$ cat src/rtl/decode_stage.sv
// RV32I decode stage: combinational decode into a 2-entry skid-buffered, registered output.
// Optional macro DECODE_ILLEGAL_HALT_EN stalls intake once an illegal entry reaches the output register.
module decode_stage #(
  parameter int unsigned PC_W = 32
) (
  input  logic            clk,
  input  logic            rst,
  input  logic            flush,
  input  logic            in_valid,
  output logic            in_ready,
  input  logic [31:0]     in_instr,
  input  logic [PC_W-1:0] in_pc,
  output logic            out_valid,
  input  logic            out_ready,
  output logic [PC_W-1:0] out_pc,
  output logic [2:0]      alu_select,
  output logic [7:0]      alu_operation,
  output logic [31:0]     imm_value,
  output logic [4:0]      rs1_addr,
  output logic [4:0]      rs2_addr,
  output logic [4:0]      rd_addr,
  output logic            rd_we,
  output logic            illegal
);

  localparam logic [2:0] SEL_NOP        = 3'd0;
  localparam logic [2:0] SEL_ARITHMETIC = 3'd1;
  localparam logic [2:0] SEL_LOAD       = 3'd2;

  localparam logic [7:0] OP_NOP   = 8'd0;
  localparam logic [7:0] OP_ADD   = 8'd1;
  localparam logic [7:0] OP_SUB   = 8'd2;
  localparam logic [7:0] OP_SLL   = 8'd3;
  localparam logic [7:0] OP_SLT   = 8'd4;
  localparam logic [7:0] OP_SLTU  = 8'd5;
  localparam logic [7:0] OP_XOR   = 8'd6;
  localparam logic [7:0] OP_SRL   = 8'd7;
  localparam logic [7:0] OP_SRA   = 8'd8;
  localparam logic [7:0] OP_OR    = 8'd9;
  localparam logic [7:0] OP_AND   = 8'd10;
  localparam logic [7:0] OP_ADDI  = 8'd11;
  localparam logic [7:0] OP_SLTI  = 8'd12;
  localparam logic [7:0] OP_SLTIU = 8'd13;
  localparam logic [7:0] OP_XORI  = 8'd14;
  localparam logic [7:0] OP_ORI   = 8'd15;
  localparam logic [7:0] OP_ANDI  = 8'd16;
  localparam logic [7:0] OP_SLLI  = 8'd17;
  localparam logic [7:0] OP_SRLI  = 8'd18;
  localparam logic [7:0] OP_SRAI  = 8'd19;

  localparam logic [6:0] OPC_OP     = 7'b0110011;
  localparam logic [6:0] OPC_OP_IMM = 7'b0010011;
  localparam logic [6:0] OPC_LOAD   = 7'b0000011;

  typedef struct packed {
    logic [PC_W-1:0] pc;
    logic [2:0]      sel;
    logic [7:0]      op;
    logic [31:0]     imm;
    logic [4:0]      rs1;
    logic [4:0]      rs2;
    logic [4:0]      rd;
    logic            we;
    logic            ill;
  } entry_t;

  typedef enum logic [1:0] {
    S_EMPTY,
    S_ONE,
    S_FULL
  } state_e;

  state_e state_q, state_d;
  entry_t out_q, out_d;
  entry_t skid_q, skid_d;
  entry_t dec;

  logic [6:0] opcode;
  logic [6:0] funct7;
  logic [2:0] funct3;
  logic       legal;
  logic       accept;
  logic       consume;

  always_comb begin
    opcode  = in_instr[6:0];
    funct3  = in_instr[14:12];
    funct7  = in_instr[31:25];
    legal   = 1'b0;
    dec     = '0;
    dec.pc  = in_pc;
    dec.rs1 = in_instr[19:15];
    dec.rs2 = in_instr[24:20];
    dec.rd  = in_instr[11:7];
    case (opcode)
      OPC_OP: begin
        dec.sel = SEL_ARITHMETIC;
        if (funct7 == 7'b0000000) begin
          legal = 1'b1;
          case (funct3)
            3'b000:  dec.op = OP_ADD;
            3'b001:  dec.op = OP_SLL;
            3'b010:  dec.op = OP_SLT;
            3'b011:  dec.op = OP_SLTU;
            3'b100:  dec.op = OP_XOR;
            3'b101:  dec.op = OP_SRL;
            3'b110:  dec.op = OP_OR;
            default: dec.op = OP_AND;
          endcase
        end else if (funct7 == 7'b0100000) begin
          if (funct3 == 3'b000) begin
            legal  = 1'b1;
            dec.op = OP_SUB;
          end else if (funct3 == 3'b101) begin
            legal  = 1'b1;
            dec.op = OP_SRA;
          end
        end
      end
      OPC_OP_IMM: begin
        dec.sel = SEL_ARITHMETIC;
        dec.imm = {{20{in_instr[31]}}, in_instr[31:20]};
        legal   = 1'b1;
        case (funct3)
          3'b000: dec.op = OP_ADDI;
          3'b010: dec.op = OP_SLTI;
          3'b011: dec.op = OP_SLTIU;
          3'b100: dec.op = OP_XORI;
          3'b110: dec.op = OP_ORI;
          3'b001: begin
            dec.op  = OP_SLLI;
            dec.imm = {27'b0, in_instr[24:20]};
            legal   = (funct7 == 7'b0000000);
          end
          3'b101: begin
            dec.imm = {27'b0, in_instr[24:20]};
            if (funct7 == 7'b0000000) begin
              dec.op = OP_SRLI;
            end else if (funct7 == 7'b0100000) begin
              dec.op = OP_SRAI;
            end else begin
              legal = 1'b0;
            end
          end
          default: dec.op = OP_ANDI;
        endcase
      end
      OPC_LOAD: begin
        dec.sel = SEL_LOAD;
        dec.op  = OP_NOP;
        dec.imm = {{20{in_instr[31]}}, in_instr[31:20]};
        legal   = 1'b1;
      end
      default: legal = 1'b0;
    endcase
    // Register indices stay visible on illegal entries; everything else collapses to NOP.
    if (legal) begin
      dec.we = (dec.rd != 5'd0);
    end else begin
      dec.sel = SEL_NOP;
      dec.op  = OP_NOP;
      dec.imm = '0;
      dec.we  = 1'b0;
      dec.ill = 1'b1;
    end
  end

  assign accept  = in_valid & in_ready & ~flush;
  assign consume = out_valid & out_ready;

  always_comb begin
    state_d = state_q;
    out_d   = out_q;
    skid_d  = skid_q;
    if (flush) begin
      state_d = S_EMPTY;
    end else begin
      case (state_q)
        S_EMPTY: begin
          if (accept) begin
            out_d   = dec;
            state_d = S_ONE;
          end
        end
        S_ONE: begin
          if (accept && consume) begin
            out_d = dec;
          end else if (accept) begin
            skid_d  = dec;
            state_d = S_FULL;
          end else if (consume) begin
            state_d = S_EMPTY;
          end
        end
        S_FULL: begin
          if (consume) begin
            out_d   = skid_q;
            state_d = S_ONE;
          end
        end
        default: state_d = S_EMPTY;
      endcase
    end
  end

  always_ff @(posedge clk) begin
    if (rst) begin
      state_q <= S_EMPTY;
      out_q   <= '0;
      skid_q  <= '0;
    end else begin
      state_q <= state_d;
      out_q   <= out_d;
      skid_q  <= skid_d;
    end
  end

`ifdef DECODE_ILLEGAL_HALT_EN
  logic halt_q, halt_d;

  // Halt latches as soon as the output register will hold a valid illegal entry.
  always_comb begin
    halt_d = ~flush & (halt_q | ((state_d != S_EMPTY) & out_d.ill));
  end

  always_ff @(posedge clk) begin
    if (rst) begin
      halt_q <= 1'b0;
    end else begin
      halt_q <= halt_d;
    end
  end

  assign in_ready = (state_q != S_FULL) & ~halt_q;
`else
  assign in_ready = (state_q != S_FULL);
`endif

  assign out_valid     = (state_q != S_EMPTY);
  assign out_pc        = out_q.pc;
  assign alu_select    = out_q.sel;
  assign alu_operation = out_q.op;
  assign imm_value     = out_q.imm;
  assign rs1_addr      = out_q.rs1;
  assign rs2_addr      = out_q.rs2;
  assign rd_addr       = out_q.rd;
  assign rd_we         = out_q.we;
  assign illegal       = out_q.ill;

endmodule
$ cat config.mk
export PLATFORM = sky130hd
export DESIGN_NAME = decode_stage
export DESIGN_NICKNAME = d
export VERILOG_FILES = /design/src/rtl/decode_stage.sv
export SDC_FILE = /design/constraint.sdc
export NUM_CORES = 1
export LEC_CHECK = 0
export ABC_AREA = 1
export CORE_MARGIN = 2
export CORE_UTILIZATION = 53
export CTS_CLUSTER_DIAMETER = 200
export DETAILED_ROUTE_END_ITERATION = 8
export GPL_TIMING_DRIVEN = 0
export PLACE_DENSITY = 0.86
export SETUP_SLACK_MARGIN = 0.3
export SLEW_MARGIN = 5
export SYNTH_ARGS = -nofsm -noshare
export SYNTH_HDL_FRONTEND = slang
export SYNTH_SLANG_ARGS = --single-unit
$ cat constraint.sdc
create_clock -name clk -period 2.7 [get_ports clk]
set_clock_uncertainty 0.2 [all_clocks]
set_input_delay 0.54 -clock clk [delete_from_list [all_inputs] [get_ports clk]]
set_output_delay 0.54 -clock clk [all_outputs]
set_load 0.02 [all_outputs]
==> reports/qor.txt <==
Synth Area in Simple Gates = 17.9%
multi-input combinational cell area = 2680 µm²
Rows = 39
post-synthesis cell count = 880
Synth Area in XOR/XNOR = 0.142%
final number of hold-violating endpoints = 0
antenna cells = 0
First-pass DRT Iterations = 6
RR Endpoint = rd_addr[0]
hold slack final = 0.245 ns
register area = 2770 µm²
worst hold path class = register to register
Final Max Tran Viols = 0
Internal Power = 3.97 mW
Setup crit start kind = register
Die Width = 112 µm
P_leak = 3.42 nW
logic gate share of total power = 12.6%
outcome = complete, no violations
Max clock buf depth = 2
Slew HR = 59.6%
multiplexer share of the synthesized area = 0%
Avg WL per Cell = 15.2 µm
Final Cycle Share = 87.9%
Power Dens Cells = 610 nW/µm²
IO Port Bufs = 157
dpl cells = 1183
CTS buffer count = 17
largest net degree at the start of global routing = 23
setup TNS = 0 ns
GRT Resource Usage Total = 28.8%
Post-route DRC = 0
EDFF count, synth = 0
register area share after synthesis = 44.8%
CTS tree = built
vias in the first global route = 6285
post-synthesis adder-cell area fraction = 0.812%
Switching Power = 1.25 mW
Critical Path End = imm_value[29]
grt ovf = 0
maxcap violations = 0
post-layout util = 75.3%
Clock Power Share = 46.5%
vias per std cell = 5.41
H-tree Lvls = 4
R2R setup slack = 0.61 ns
initial antenna violation count = 0
first-pass GRT wire length = 29500 µm
setup violators final = 0
synthesized flop and latch total = 138
I/O pin count = 163
Critical path origin = imm_value[30]
Slowest cell on crit path = clkdlybuf4s50_1
overall die height = 112 µm
Sw Share = 24.0%
prevailing post-synth register cell = dfxtp_1
Routed Antenna Nets = 0
Worst setup EP type = output port
Sink Count = 138
Peak VDD IR = 434 µV
Worst EP arrival = 1.63 ns
Critical Path Max Stage Delay = 0.59 ns
Die Area = 12500 µm²
fillers = 889
FF-to-FF Start = state_q[1]
Tmin final = 2.37 ns
critical-path cell list = buf_4 > clkdlybuf4s50_1
Layout Cells excl Fill = 1215
Syn Area/Cell = 7.01 µm²
Final #Nets = 1132
drt total wl = 18500 µm
share of layout cells above drive strength 1 = 8.21%
RSZ-0062 raised after global routing = yes
CP required = 1.96 ns
Post-DP HPWL = 12400 µm
Area Growth Syn to Fin = 38.9%
fmax = 421 MHz
Worst-path clk slew = 0.06 ns
CTS root buffer = clkbuf_16
Initial Utilization = 54.2%
Clk Latency, worst-skew pair = 0.41 ns
Worst Tran Pin Value = 0.605 ns
R2R depth = 9
vias = 6576
area of the mapped netlist = 6170 µm²
core area = 11400 µm²
sequential group share of total power = 40.9%
critical path class = register to output port
Synthesis Warnings = 0
Synth Area in Compound Gates = 24.3%
Hold Buf Count CTS = 0
# Post-CTS Setup Buffers = 0
largest family of logic cells by synthesized area = compound AO/OA/AOI/OAI gates
CP Max Fanout = 22
RePlAce Congestion = 0.877
Initial DRC Count = 577
Netlist cell types = 26
Async SR Flop Fraction = 0%
-- how the worst min path moves through the flow --
stage / cells after the start / end / slack (ns) / start
after floorplan: 2 / skid_q[10] / 0.22 / skid_q[10]
after global placement: 2 / skid_q[13] / 0.23 / skid_q[13]
after detailed placement: 2 / skid_q[14] / 0.24 / skid_q[14]
after CTS: 2 / skid_q[4] / 0.25 / skid_q[4]
after global routing: 2 / skid_q[4] / 0.26 / skid_q[4]
final: 2 / skid_q[4] / 0.24 / skid_q[4]
-- logic make-up after synthesis --
logic type,after synthesis
buf+inv,161
simple gates,277
other cells,1
xor+xnor,1
flops,138
compound gates,298
fa+ha+maj,4
-- layout by cell type (no fill, tap or decap), types with 9 or more instances in the layout --
cell type,n
clkdlybuf4s50_1,154
o21ai_0,135
inv_1,69
clkbuf_1,40
nand2_1,214
buf_4,34
clkbuf_16,17
a21oi_1,158
dfxtp_1,137
nor2_1,25
buf_2,9
nand3_1,27
-- worst max-delay path: cells and delay by family (launching register included) --
kind	cells	cell delay (ns)
buffers and inverters	2	0.74
flip-flops	1	0.47
-- cell usage after synthesis, types with 2 or more instances --
| cell | number | area, µm² |
|---|---|---|
| a21oi_1 | 158 | 791 |
| buf_1 | 4 | 15.0 |
| buf_2 | 10 | 50.1 |
| buf_4 | 32 | 240 |
| clkbuf_1 | 38 | 143 |
| dfxtp_1 | 138 | 2760 |
| ha_1 | 4 | 50.1 |
| inv_1 | 71 | 267 |
| inv_2 | 6 | 22.5 |
| nand2_1 | 214 | 803 |
| nand3_1 | 27 | 135 |
| nand3b_1 | 2 | 15.0 |
| nor2_1 | 27 | 101 |
| nor3_1 | 3 | 15.0 |
| o21ai_0 | 135 | 676 |
-- per-stage QoR --
stage	setup slack, ns	total power, mW	cell area (µm²)
after global placement	0.0480	2.81	7930
final	0.327	5.23	8560
after detailed placement	0.0492	2.82	7930
after floorplan	0.835	2.50	6180
after global routing	0.263	5.39	8560
after CTS	0.219	5.23	8560
-- sequential cells by signal, summed over array words and instances, names as in the netlist --
name and cells:
rs1_addr 5, alu_select 2, rs2_addr 5, out_pc 32, alu_operation 5, skid_q 68
state_q 2, rd_we 1, rd_addr 5, illegal 1, imm_value 12
-- power groups by stage --
stage	clock network, mW	logic, mW	registers (mW)
finish	2.43	0.660	2.13
detailed placement	0	0.644	2.18
floorplan	0	0.270	2.23
global placement	0	0.639	2.18
CTS	2.44	0.654	2.13
global route	2.54	0.709	2.14
-- layout make-up --
type | instances | area share [%]
Inverter | 77 | 3.38
Clock inverter | 12 | 2.02
Sequential cell | 138 | 32.3
Multi-Input combinational cell | 584 | 31.3
Buffer | 84 | 5.30
Timing Repair Buffer | 157 | 18.4
Tap cell | 143 | 2.09
Clock buffer | 20 | 5.22
-- per-layer routing --
metal | up-vias | share of wire (%) | GRT usage, %
li1 | 3205 | - | -
met1 | 2966 | 42 | 35.6
met2 | 351 | 47 | 48.0
met3 | 54 | 8.5 | 7.19
met4 | 0 | 2.9 | 12.5
met5 | - | 0 | 0
-- repair_timing --
item | CTS | global route
endpoints found under the hold margin | 0 | 0
setup endpoints to repair | 22 | 32
resized for setup | 6 | 8
(Power assumes the default switching activity.)
